[src/rtl/serial_add_ctrl.sv]
`default_nettype none
// ============================================================================
// Module   : serial_add_ctrl
// Brief    : Bit-serial adder controller; runs one full-adder slice over WIDTH
//            cycles, LSB first, behind a start/done handshake.
//            Optional signed-overflow output enabled by SERIAL_ADD_OVF_EN.
// Revision : 1.0 - initial release
// ============================================================================
module serial_add_ctrl #(
    parameter int WIDTH = 8
) (
    input  logic             clk,
    input  logic             rst_n,
    input  logic             start,
    input  logic [WIDTH-1:0] a,
    input  logic [WIDTH-1:0] b,
    input  logic             cin,
    output logic             busy,
    output logic             done,
    output logic [WIDTH-1:0] sum,
    output logic             cout
`ifdef SERIAL_ADD_OVF_EN
    ,
    output logic             ovf
`endif
);

    localparam int              C_CW   = $clog2(WIDTH);
    localparam logic [C_CW-1:0] C_LAST = C_CW'(WIDTH - 1);

    localparam logic [1:0] C_S_IDLE = 2'd0;
    localparam logic [1:0] C_S_RUN  = 2'd1;
    localparam logic [1:0] C_S_DONE = 2'd2;

    logic [1:0]       r_state;
    logic [1:0]       w_next;
    logic [C_CW-1:0]  r_cnt;
    logic [WIDTH-1:0] r_a;
    logic [WIDTH-1:0] r_b;
    logic             r_carry;
    logic [WIDTH-1:0] r_sum;
    logic             r_cout;
    logic             w_fa_sum;
    logic             w_fa_cout;
    logic             w_last;

    // Shared full-adder slice
    assign w_fa_sum  = r_a[0] ^ r_b[0] ^ r_carry;
    assign w_fa_cout = (r_a[0] & r_b[0]) | (r_carry & (r_a[0] ^ r_b[0]));
    assign w_last    = (r_cnt == C_LAST);

    always_ff @(posedge clk) begin
        if (!rst_n) begin
            r_state <= C_S_IDLE;
        end else begin
            r_state <= w_next;
        end
    end

    always_comb begin
        w_next = r_state;
        busy   = 1'b0;
        done   = 1'b0;
        case (r_state)
            C_S_IDLE: begin
                if (start) begin
                    w_next = C_S_RUN;
                end
            end
            C_S_RUN: begin
                busy = 1'b1;
                if (w_last) begin
                    w_next = C_S_DONE;
                end
            end
            C_S_DONE: begin
                done   = 1'b1;
                w_next = C_S_IDLE;
            end
            default: begin
                w_next = C_S_IDLE;
            end
        endcase
    end

    always_ff @(posedge clk) begin
        if (!rst_n) begin
            r_cnt   <= '0;
            r_a     <= '0;
            r_b     <= '0;
            r_carry <= 1'b0;
            r_sum   <= '0;
            r_cout  <= 1'b0;
        end else begin
            case (r_state)
                C_S_IDLE: begin
                    if (start) begin
                        r_a     <= a;
                        r_b     <= b;
                        r_carry <= cin;
                        r_cnt   <= '0;
                    end
                end
                C_S_RUN: begin
                    r_sum   <= {w_fa_sum, r_sum[WIDTH-1:1]};
                    r_carry <= w_fa_cout;
                    r_a     <= r_a >> 1;
                    r_b     <= r_b >> 1;
                    // Counter parks at the last index rather than wrapping
                    if (w_last) begin
                        r_cout <= w_fa_cout;
                    end else begin
                        r_cnt <= r_cnt + 1'b1;
                    end
                end
                default: begin
                end
            endcase
        end
    end

`ifdef SERIAL_ADD_OVF_EN
    logic r_ovf;

    // On the last bit the carry flop holds the carry into the MSB
    always_ff @(posedge clk) begin
        if (!rst_n) begin
            r_ovf <= 1'b0;
        end else if (r_state == C_S_RUN && w_last) begin
            r_ovf <= r_carry ^ w_fa_cout;
        end
    end

    assign ovf = r_ovf;
`endif

    assign sum  = r_sum;
    assign cout = r_cout;

endmodule
`default_nettype wire

[config.mk]
export PLATFORM = sky130hd
export DESIGN_NAME = serial_add_ctrl
export DESIGN_NICKNAME = d
export VERILOG_FILES = /design/src/rtl/serial_add_ctrl.sv
export SDC_FILE = /design/constraint.sdc
export NUM_CORES = 1
export LEC_CHECK = 0
export BUFFER_PORTS_ARGS = -buffer_cell sky130_fd_sc_hd__buf_2
export CAP_MARGIN = 10
export CORE_AREA = 2 2 53 55
export DETAILED_ROUTE_END_ITERATION = 6
export DIE_AREA = 0 0 55 57
export GPL_TIMING_DRIVEN = 0
export PLACE_DENSITY_LB_ADDON = 0.25
export REMOVE_ABC_BUFFERS = 1
export SYNTH_ARGS = -nofsm -noshare
export SYNTH_HDL_FRONTEND = slang
export SYNTH_SLANG_ARGS = --single-unit
[constraint.sdc]
create_clock -name clk -period 2.65 [get_ports clk]
set_clock_uncertainty 0.15 [all_clocks]
set_input_delay 0.53 -clock clk [delete_from_list [all_inputs] [get_ports clk]]
set_output_delay 0.53 -clock clk [all_outputs]
set_load 0.02 [all_outputs]
==> metrics.txt <==
Ports 31; Worst-path clk slew 90 ps; share of cells above drive strength 1 about 22%; Slew Limit Fails 0; CP arrival 1710 ps; wire per inst 11.9 µm; gr ovfl total 0; Pwr Density 605 nW/µm²; GP Congestion 0.643; chip width 55 µm; hold path depth 2; unrepaired setup endpoints after global routing false; Inst Count DP 197; P_sw 236 µW; Hold WC Path Type flop to flop; Int Power 697 µW; first-pass GRT wire length 4110 µm; worst skew pair latency 330 ps; Final min period 2390 ps; top_reg_cell synth dfxtp_1; Static Leakage roughly 0.66 nW; critical path data required time 1970 ps; Synth-to-Final Area Change 12.9%; Site Rows 19; Synth top area share 45.5%; Async S/R FF share, synth 0%; CP max-delay cell dfxtp_1; Final setup viols 0; non-filler cells, final between 200 and 250; EDFF count, synth 0; post-route ant nets 0; Fin. Hold Viols 0; vias per inst ~5.3; Max Root-Sink Buffers 2; Critical Path Max Stage Delay 510 ps; TritonCTS clock tree done; Syn Inst Count around 150; Die ar. 3140 µm²; period utilisation layout 90.3%; Worst setup EP type output pin; crit-path cells nand2b_1 -> clkinv_1 -> buf_2; ranking of synthesized cells by area dfxtp_1 45%, mux2i_1 12%, a211oi_1 8.2%; Slew headroom 36.9%; largest net degree at the start of global routing 32; final HPWL from detailed placement approximately 1600 µm; number of global-route vias before repair 974; Pre-antenna DRT Iters 4; TritonCTS Buffers 5; I/O Buffers 30; H-tree levels 2; GRT Total Usage between 10% and 20%; hold path start sum[0]$_SDFFE_PN0N_; clk sink count 31; synthesized area per cell around 9.3 µm²; CP Launch Type flop; sequential share of the synthesized area 45.5%; # diodes 0; root buf cell clkbuf_4; register share of total power 55.5%; power share of the combinational group 10.8%; Syn Std Cell Area between 1000 and 1500 µm²; Die H 57 µm; Peak VDD IR 0.000514 V; reg-to-reg endpoint r_carry$_SDFFE_PN0P_; reg2reg setup slack 860 ps; Synth Register Bits 31; Core ar. 2620 µm²; reg2reg start r_state[0]$_SDFFE_PN0P_; leading area contributor after synthesis dfxtp_1; initial antenna violation count 0; initial drt markers 18; Critical Path Fanout Max 12; final core occ 58.9%; cells on worst reg2reg path 3; Clock power frac 33.6%; worst slew pin tran roughly 950 ps; switching portion of total power 25.3%; number of max-cap violations 0; WS Path Type flop to output pin; post-synth cell types 27; # nets final a little under 200; WL final 2430 µm; Max Freq 418 MHz; Initial Utilization 52.2%; DRC 0; vias between 1k and 1.5k; hold endpoint sum[0]$_SDFFE_PN0N_; Synth warnings 0; run status finished clean
-- registers in the layout, summed over array words and instances, names as in the netlist --
register / count
sum: 8
r_carry: 1
r_b: 8
cout: 1
r_a: 8
r_cnt: 3
r_state: 2
-- metrics by stage --
stage	setup WS, ps	cell area (µm²)	power, mW	hold WS [ps]	TNS, ps
6_report	257	1540	0.933	317	0
5_1_grt	87.9	1540	0.988	317	0
4_1_cts	48.9	1540	0.941	314	0
3_5_place_dp	-108	1470	0.632	315	-108
3_3_place_gp	-51.3	1470	0.626	290	-51.3
2_1_floorplan	383	1280	0.595	304	0
-- power groups by stage --
stage                     Clock (mW)  Combinational [mW]  Sequential [mW]
after global placement             0              0.0982            0.527
after global routing           0.348               0.116            0.523
after CTS                      0.320               0.102            0.519
after detailed placement           0               0.103            0.529
final                          0.314               0.101            0.518
after floorplan                    0              0.0687            0.526
-- synth_stat cells, types with 2 or more instances --
library cell	instances
nand2_1	19
ha_1	2
inv_1	2
clkbuf_1	3
mux2i_1	17
nor2_1	19
buf_2	4
o21ai_0	2
nand3_1	4
dfxtp_1	31
a211oi_1	15
a21oi_1	11
nand4bb_1	2
a31oi_1	3
-- routing by layer --
metal | track usage (%) | vias to the layer above | wire length (µm)
met5 | 0 | - | 0
met4 | 5.23 | 0 | 34
met3 | 9.42 | 5 | 198
met2 | 27.4 | 34 | 1130
met1 | 22.4 | 477 | 1070
li1 | - | 569 | -
-- layout make-up --
cell class	instances	area (µm²)
fillers	255	1070
multi-input cells	102	648
flip-flops and latches	31	624
repair buffers	30	150
clock buffers	8	68.8
well taps	31	38.8
inverters	3	11.3
-- worst max-delay path: cells and delay by family (launching register included) --
family        cells  cell delay, ps
buf+inv           2             530
flops             1             510
simple gates      1             340
-- cell usage in the layout (no fill, tap or decap) --
cell       instances
a211oi_1          15
a21oi_1           11
a31oi_1            3
buf_2             30
clkbuf_1           1
clkbuf_4           5
clkbuf_8           2
clkinv_1           1
dfxtp_1           30
dfxtp_4            1
fa_1               1
ha_1               2
inv_1              2
mux2i_1           17
nand2_1           19
nand2b_1           1
nand3_1            4
nand3b_1           1
nand4bb_1          2
nor2_1            19
nor2b_1            1
nor3_1             1
nor4b_1            1
o21ai_0            2
o21ba_2            1
o21bai_1           1
-- worst max path at each step --
stage,from,to,slack [ps],cells past startpoint
6_report,r_state[1]$_SDFFE_PN0P_,busy,260,3
5_1_grt,r_state[1]$_SDFFE_PN0P_,busy,90,3
4_1_cts,r_state[0]$_SDFFE_PN0P_,busy,50,3
3_5_place_dp,r_state[0]$_SDFFE_PN0P_,busy,-110,3
3_3_place_gp,r_state[0]$_SDFFE_PN0P_,busy,-50,3
2_1_floorplan,r_state[0]$_SDFFE_PN0P_,busy,380,2
-- cell families after synthesis --
kind of cell	Yosys count	share of synthesized area [%]
and+or+nand+nor	49	16.0
AOI/OAI and AO/OA	33	15.7
muxes	17	12.5
buffers and inverters	14	7.06
DFF	31	45.5
adders and majority gates	3	3.30
-- repair_timing --
action | 4_1_cts | 5_1_grt
hold buffers | 0 | 0
endpoints found under the setup margin | 1 | 1
pin swaps | 0 | 0
gates resized for setup | 1 | 1
setup buffers | 0 | 0
Note: power is estimated with default switching activity, not from simulation.
